===== src/rtl/rr_arbiter_4_if.sv =====
// Request/grant bundle for the 4-way round-robin arbiter.
// The master side drives requests; the slave side (the arbiter) returns the grant.
interface rr_arbiter_4_if;
  logic [3:0] req;
  logic [3:0] gnt;
  logic [1:0] gnt_idx;
  logic       gnt_valid;
  logic       tmo;

  modport master (output req, input gnt, gnt_idx, gnt_valid, tmo);
  modport slave  (input req, output gnt, gnt_idx, gnt_valid, tmo);
endinterface


===== src/rtl/rr_arbiter_4.sv =====
// 4-way round-robin arbiter; the owner keeps the resource until it drops its request.
// Optional hold-time limit with forced rotation is enabled by defining TIMEOUT_EN.
module rr_arbiter_4 #(
  parameter int HOLD_MAX = 16,
  parameter int CW       = 8
) (
  input  logic         clk,
  input  logic         rst,
  rr_arbiter_4_if.slave bus
);

  localparam logic [0:0] IDLE  = 1'b0;
  localparam logic [0:0] GRANT = 1'b1;

  if (HOLD_MAX < 2 || HOLD_MAX > 255 || (2 ** CW) <= HOLD_MAX) begin : g_param_check
    $error("rr_arbiter_4: illegal HOLD_MAX/CW combination");
  end

  // Returns {found, index}; search begins at start and wraps 3 -> 0.
  function automatic logic [2:0] pick(input logic [3:0] r, input logic [1:0] start);
    logic [2:0] res;
    logic [1:0] i;
    res = 3'b000;
    for (int k = 3; k >= 0; k--) begin
      i = start + 2'(k);
      if (r[i]) res = {1'b1, i};
    end
    return res;
  endfunction

  function automatic logic [3:0] decode(input logic [1:0] idx);
    return 4'b0001 << idx;
  endfunction

  logic [0:0] state, state_nx;
  logic [1:0] last, last_nx;
  logic [1:0] idx_nx;
  logic       vld_nx;
  logic       tmo_nx;
  logic [3:0] gnt_nx;
  logic [2:0] win;
`ifdef TIMEOUT_EN
  logic [CW-1:0] cnt, cnt_nx;
`endif

  always_comb begin
    state_nx = state;
    last_nx  = last;
    idx_nx   = bus.gnt_idx;
    vld_nx   = bus.gnt_valid;
    tmo_nx   = 1'b0;
    win      = 3'b000;
`ifdef TIMEOUT_EN
    cnt_nx   = cnt;
`endif
    case (state)
      IDLE: begin
        win = pick(bus.req, last + 2'd1);
        if (win[2]) begin
          state_nx = GRANT;
          idx_nx   = win[1:0];
          vld_nx   = 1'b1;
`ifdef TIMEOUT_EN
          cnt_nx   = '0;
`endif
        end
      end
      GRANT: begin
        if (!bus.req[bus.gnt_idx]) begin
          // Owner released: hand over on this same edge when anyone else waits.
          last_nx = bus.gnt_idx;
          win     = pick(bus.req, bus.gnt_idx + 2'd1);
          if (win[2]) begin
            idx_nx = win[1:0];
`ifdef TIMEOUT_EN
            cnt_nx = '0;
`endif
          end else begin
            state_nx = IDLE;
            idx_nx   = 2'd0;
            vld_nx   = 1'b0;
          end
        end
`ifdef TIMEOUT_EN
        else if (cnt == CW'(HOLD_MAX - 1)) begin
          // Hold limit reached: rotate only if a competitor is waiting.
          win    = pick(bus.req & ~decode(bus.gnt_idx), bus.gnt_idx + 2'd1);
          cnt_nx = '0;
          if (win[2]) begin
            last_nx = bus.gnt_idx;
            idx_nx  = win[1:0];
            tmo_nx  = 1'b1;
          end
        end else begin
          cnt_nx = cnt + 1'b1;
        end
`endif
      end
      default: state_nx = IDLE;
    endcase
    gnt_nx = vld_nx ? decode(idx_nx) : 4'b0000;
  end

  always_ff @(posedge clk or posedge rst) begin
    if (rst) begin
      state         <= IDLE;
      last          <= 2'd3;
      bus.gnt       <= 4'b0000;
      bus.gnt_idx   <= 2'd0;
      bus.gnt_valid <= 1'b0;
      bus.tmo       <= 1'b0;
    end else begin
      state         <= state_nx;
      last          <= last_nx;
      bus.gnt       <= gnt_nx;
      bus.gnt_idx   <= idx_nx;
      bus.gnt_valid <= vld_nx;
      bus.tmo       <= tmo_nx;
    end
  end

`ifdef TIMEOUT_EN
  always_ff @(posedge clk or posedge rst) begin
    if (rst) cnt <= '0;
    else     cnt <= cnt_nx;
  end
`endif

endmodule


===== src/flat_wrapper.sv =====
// flat-port wrapper written by rule: the top's interface ports become plain ports
module rr_arbiter_4_flat 
#(
  parameter int HOLD_MAX = 16,
  parameter int CW       = 8
)
  (clk, rst, bus_req, bus_gnt, bus_gnt_idx, bus_gnt_valid, bus_tmo);
  rr_arbiter_4_if bus_i ();
  input  logic clk;
  input  logic rst;
  input wire logic [$bits(bus_i.req)-1:0] bus_req;
  output wire logic [$bits(bus_i.gnt)-1:0] bus_gnt;
  output wire logic [$bits(bus_i.gnt_idx)-1:0] bus_gnt_idx;
  output wire logic [$bits(bus_i.gnt_valid)-1:0] bus_gnt_valid;
  output wire logic [$bits(bus_i.tmo)-1:0] bus_tmo;
  assign bus_i.req = bus_req;
  assign bus_gnt = bus_i.gnt;
  assign bus_gnt_idx = bus_i.gnt_idx;
  assign bus_gnt_valid = bus_i.gnt_valid;
  assign bus_tmo = bus_i.tmo;
  rr_arbiter_4 #(.HOLD_MAX(HOLD_MAX), .CW(CW)) u_core (.clk(clk), .rst(rst), .bus(bus_i));
endmodule

===== config.mk =====
export PLATFORM = sky130hd
export DESIGN_NAME = rr_arbiter_4_flat
export DESIGN_NICKNAME = d
export VERILOG_FILES = /design/src/rtl/rr_arbiter_4_if.sv /design/src/rtl/rr_arbiter_4.sv /design/src/flat_wrapper.sv
export SDC_FILE = /design/constraint.sdc
export NUM_CORES = 1
export LEC_CHECK = 0
export CAP_MARGIN = 5
export CORE_MARGIN = 10
export CORE_UTILIZATION = 45
export DETAILED_ROUTE_END_ITERATION = 10
export PLACE_DENSITY = 0.73
export SYNTH_ARGS = -nofsm -noshare
export SYNTH_HDL_FRONTEND = slang
export SYNTH_SLANG_ARGS = --single-unit

===== constraint.sdc =====
create_clock -name clk -period 2.91 [get_ports clk]
set_input_delay 0.582 -clock clk [delete_from_list [all_inputs] [get_ports clk]]
set_output_delay 0.582 -clock clk [all_outputs]
set_load 0.02 [all_outputs]

[Word-level counts from Yosys, hierarchy flattened]
Index checks and enable logic that the tools add are counted.
Word-level totals
  register bits: 10
  input bits: 6
  output and inout port bits: 8
  word-level logic and storage cells: 68
Operators by class
  add/subtract/negate cells: 8
  magnitude comparators: 9
  shift operators: 1
  muxes and demuxes: 42
  bitwise operators: 2
  reduce and logical (&&, ||, !) cells: 1
Operator list (count)
  2-to-1 mux 3 bit: 11
  < comparator 2 x 3 -> 1 bit (second input constant): 9
  binary-select mux 1 bit (select 2 bit): 9
  2-to-1 mux 1 bit: 15
  adder 2 x 1 -> 2 bit (second input constant): 4
  adder 2 bit (second input constant): 4
  2-to-1 mux 2 bit: 3
  2-to-1 mux 4 bit: 1
  case mux 1 bit (2 select lines): 2
  case mux 2 bit (2 select lines): 1
  left shift 1 x 2 -> 4 bit (first input constant): 1
  NOT 1 bit: 2
  AND reduction 2 bit: 1

[Logic depth before layout (Yosys ltp)]
  depth in word-level cells: 15
  gate-level depth with buffers: 7
  gate-level depth less buffers: 6

[Worst setup path before layout]
OpenSTA, ideal clock, no wires.
  kind: input port to flip-flop
  start: in bus_req[3]
  end: reg u_core.bus.gnt[1]
  library setup time: 0.121 ns
  data arrival time: 1.614 ns
  data required time: 2.789 ns
  slack: 1.175 ns
  stages: 6
  path buffers: 1
  path through: buf_2 > nor4_4 > inv_2 > a221oi_2 > a221oi_2 > and4_2
On the way
  longest elaborated chain between the ends: 13
  elaborated cells between the ends (all ways): 39
  classes of those cells: shift (1); mux (38)
RTL lines
  from (decl): line flat_wrapper.sv:11  | input wire logic [$bits(bus_i.req)-1:0] bus_req;
  binary-select mux 1 bit (select 2 bit): line rr_arbiter_4.sv:26  | if (r[i]) res = {1'b1, i};
  2-to-1 mux 1 bit (not written as such): line rr_arbiter_4.sv:26
  2-to-1 mux 3 bit (4 in series): line rr_arbiter_4.sv:26
  2-to-1 mux 3 bit: line rr_arbiter_4.sv:69  | if (!bus.req[bus.gnt_idx]) begin
  2-to-1 mux 3 bit: line rr_arbiter_4.sv:56  | case (state)
  2-to-1 mux 2 bit: line rr_arbiter_4.sv:73  | if (win[2]) begin
  2-to-1 mux 2 bit: line rr_arbiter_4.sv:69
  case mux 2 bit (2 select lines): line rr_arbiter_4.sv:56
  left shift 1 x 2 -> 4 bit: line rr_arbiter_4.sv:32  | return 4'b0001 << idx;
  2-to-1 mux 4 bit *: line rr_arbiter_4.sv:101  | gnt_nx = vld_nx ? decode(idx_nx) : 4'b0000;
  named net u_core.gnt_nx[1]: line rr_arbiter_4.sv:40  | logic [3:0] gnt_nx;
  to (signal assigned): line rr_arbiter_4.sv:115  | bus.gnt <= gnt_nx;
  to (decl): line rr_arbiter_4_if.sv:11  | modport slave (input req, output gnt, gnt_idx, gnt_valid, tmo);
The timed path passes the listed nets; every way through them passes the cells marked *. The select of a mux whose other input is x is not followed.
A chain may end at the register's enable or synchronous reset.

[Worst setup path in the final report]
  start: in bus_req[1]
  end: reg u_core.bus.gnt[3]
On the way
  longest elaborated chain between the ends: 13
  elaborated cells between the ends (all ways): 39
  classes of those cells: shift (1); mux (38)
RTL lines
  binary-select mux 1 bit (select 2 bit): line rr_arbiter_4.sv:26
  2-to-1 mux 1 bit (not written as such): line rr_arbiter_4.sv:26
  2-to-1 mux 3 bit (4 in series): line rr_arbiter_4.sv:26
  2-to-1 mux 3 bit: line rr_arbiter_4.sv:69
  2-to-1 mux 3 bit: line rr_arbiter_4.sv:56
  2-to-1 mux 2 bit: line rr_arbiter_4.sv:73
  2-to-1 mux 2 bit: line rr_arbiter_4.sv:69
  case mux 2 bit (2 select lines) *: line rr_arbiter_4.sv:56
  named net u_core.idx_nx[1]: line rr_arbiter_4.sv:37  | logic [1:0] idx_nx;
  left shift 1 x 2 -> 4 bit *: line rr_arbiter_4.sv:32
  2-to-1 mux 4 bit *: line rr_arbiter_4.sv:101
  named net u_core.gnt_nx[3]: line rr_arbiter_4.sv:40
Marked as above.

==> results.cfg <==
[final_layout]
antenna_cells = 0
nFillCells = 126
final_net_count = 81
final_common_cell = clkdlybuf4s50_1
instances_no_fill = 89
layout-drive-gt1-share_pct = 25.68
final_util_pct = 59.81
area_growth_syn_to_layout_pct = 24.15
final_cell_mix = clkdlybuf4s50_1, dfrtp_1, inv_1

[clock_tree]
root_buffer = clkbuf_4
clk_latency_ps = 260
cts_resized = 0
clk_path_buf_depth = 2
cts_tree = yes
htree_levels = 1
path_clk_slew_ps = 60
cts_sinks = 10
ctsHoldBuffers = 0
cts_buffers = 3
cts_setup_buffers = 0

[timing]
finalSetupViolCount = 0
fin_crit_ps = 2133
period_share_pct = 73.29
finalSetupTns_ps = 0
fmax_ghz = 0.4689
finClkSkew_ps = 5.337
hold_viol_final = 0
rsz0062_at_grt = no
slew_viol_final = 0
whs_ps = 577.4

[setup_path]
critPathMaxFanout = 9
critical_path_class = primary input to register
cp.required_ps = 3060
start_kind = primary input
cp-end-kind = register
arrival_ps = 2290

[synth]
ys.flop_type = dfrtp_1
synth_top_family_by_area = simple AND/OR/NAND/NOR gates
synth_cell_type_count = 33
synth_top_area_share_pct = 31.94
async_flop_share_pct = 100.0
synthCells = 61
synth-edff-count = 0
ys_ff_latch = 10
seq_area_frac_synth_pct = 40.32
muxShareOfSynthArea_pct = 3.593
synth_compound_area_share_pct = 21.16
yosysTopAreaCell = dfrtp_1
synth_nets = 67
synthAdderAreaFrac_pct = 1.597
syn_avg_cell_area_um2 = 10.28
synth.area.top_cells = dfrtp_1, dfstp_2, a221oi_2, and2b_2, inv_1
yosys_warnings = 0
netlist_area_um2 = 626.9
synth_xor_area_share_pct = 0
yosys.area_share.simple_pct = 24.15

[power]
power_density_nw_per_um2 = 783.8
p_leak_nw = 0.3240
power.ir.vdd_worst_mv = 0.4129

[placement]
dp.cells = 85
port-buffer-count = 12
dp_hpwl_mm = 1.008
gp_congestion = 0.8114

[run]
maxCapViolCount = 0

[detailed_routing]
via_per_inst = 5.461
drtIter0Drc = 13
drcViolationCount = 0
routed_wl_mm = 1.292
postRouteAntennaNets = 0
first_pass_iters = 4
vias = 486
wl_per_cell_um = 14.52

[floorplan]
start_util_pct = 48.17
io_pins = 14
die_y_um = 57.32
core_region_area_um2 = 1301
rows = 13
die_area_um2 = 3286
die_width_um = 57.32

[outcome]
status = finished clean

[grt]
first_global_vias = 472
gr-total-overflow = 0
antenna_found_initial = 0
grt_pass1_wl_mm = 2.201
grt_start_max_net_pins = 11
grt_util_all_layers_pct = 8.267

[hold_path]
min_path_type = primary input to async pin
-- report_power, final --
part / internal, W / leakage, nW / total (W) / switching (W)
clock: 0.0000759 / 0.0210 / 0.000121 / 0.0000451
sequential: 0.000191 / 0.119 / 0.000232 / 0.0000412
combinational: 0.000129 / 0.184 / 0.000257 / 0.000128
-- critical path, stage by stage --
cell and delay [ps]:
clkdlybuf4s50_1 670, and2b_2 220, o221ai_1 140, a221oi_2 390, inv_2 80, and4_1 200
-- state kept, by name, indices dropped and copies added, names as in the netlist --
name and cells:
u_core.last 2, u_core.bus.gnt_valid 1, u_core.bus.gnt_idx 2, u_core.bus.gnt 4
u_core.state 1
-- synthesized netlist by cell type (2+ instances only) --
| master | count |
|---|---|
| a211oi_1 | 2 |
| a21oi_1 | 3 |
| a221oi_2 | 2 |
| and2b_2 | 3 |
| dfrtp_1 | 8 |
| dfstp_2 | 2 |
| inv_1 | 6 |
| inv_2 | 2 |
| mux2_2 | 2 |
| nand2b_1 | 3 |
| nor2_1 | 3 |
| nor2b_1 | 3 |
| o211ai_1 | 2 |
-- area by class of cell --
cell class                 instances  area, um^2  area share, %
multi-input combinational         40       320.3          41.16
sequential                        10       252.7          32.48
timing repair buffer              12       120.1          15.43
clock buffer                       4       36.28          4.662
inverter                           8       30.03          3.859
tap                               15       18.77          2.412
-- metrics by stage --
stage | setup slack, ps | power (W) | area, um^2
2_1_floorplan | 1175 | 0.0003979 | 626.9
3_3_place_gp | 501.9 | 0.0004911 | 742.0
3_5_place_dp | 502.1 | 0.0004915 | 742.0
4_1_cts | 777.6 | 0.0006149 | 778.2
5_1_grt | 615.8 | 0.0006526 | 778.2
6_report | 777.2 | 0.0006100 | 778.2
-- final timing paths --
kind                       cells past startpoint      startpoint  slack, ps                end
setup / recovery                               6      bus_req[1]        780  u_core.bus.gnt[3]
hold / removal                                 2             rst        580       u_core.state
setup reg to reg                               5  u_core.last[0]       1340  u_core.bus.gnt[3]
hold reg to reg                                1  u_core.last[0]        640     u_core.last[0]
max in group asynchronous                      2             rst       2030     u_core.last[0]
min in group clk                               1  u_core.last[0]        640     u_core.last[0]
-- kinds of logic after synthesis --
family / count (synthesis)
simple gates: 21
compound gates: 15
buf+inv: 11
flops: 10
mux: 2
fa+ha+maj: 1
other cells: 1
-- per-layer routing --
metal | GRT usage, % | vias to the layer above | wire, um
li1 | - | 241 | -
met1 | 9.453 | 230 | 560
met2 | 12.71 | 12 | 635
met3 | 4.646 | 3 | 85
met4 | 2.685 | 0 | 11
met5 | 0 | - | 0
Power figures use the tool's default switching activity.
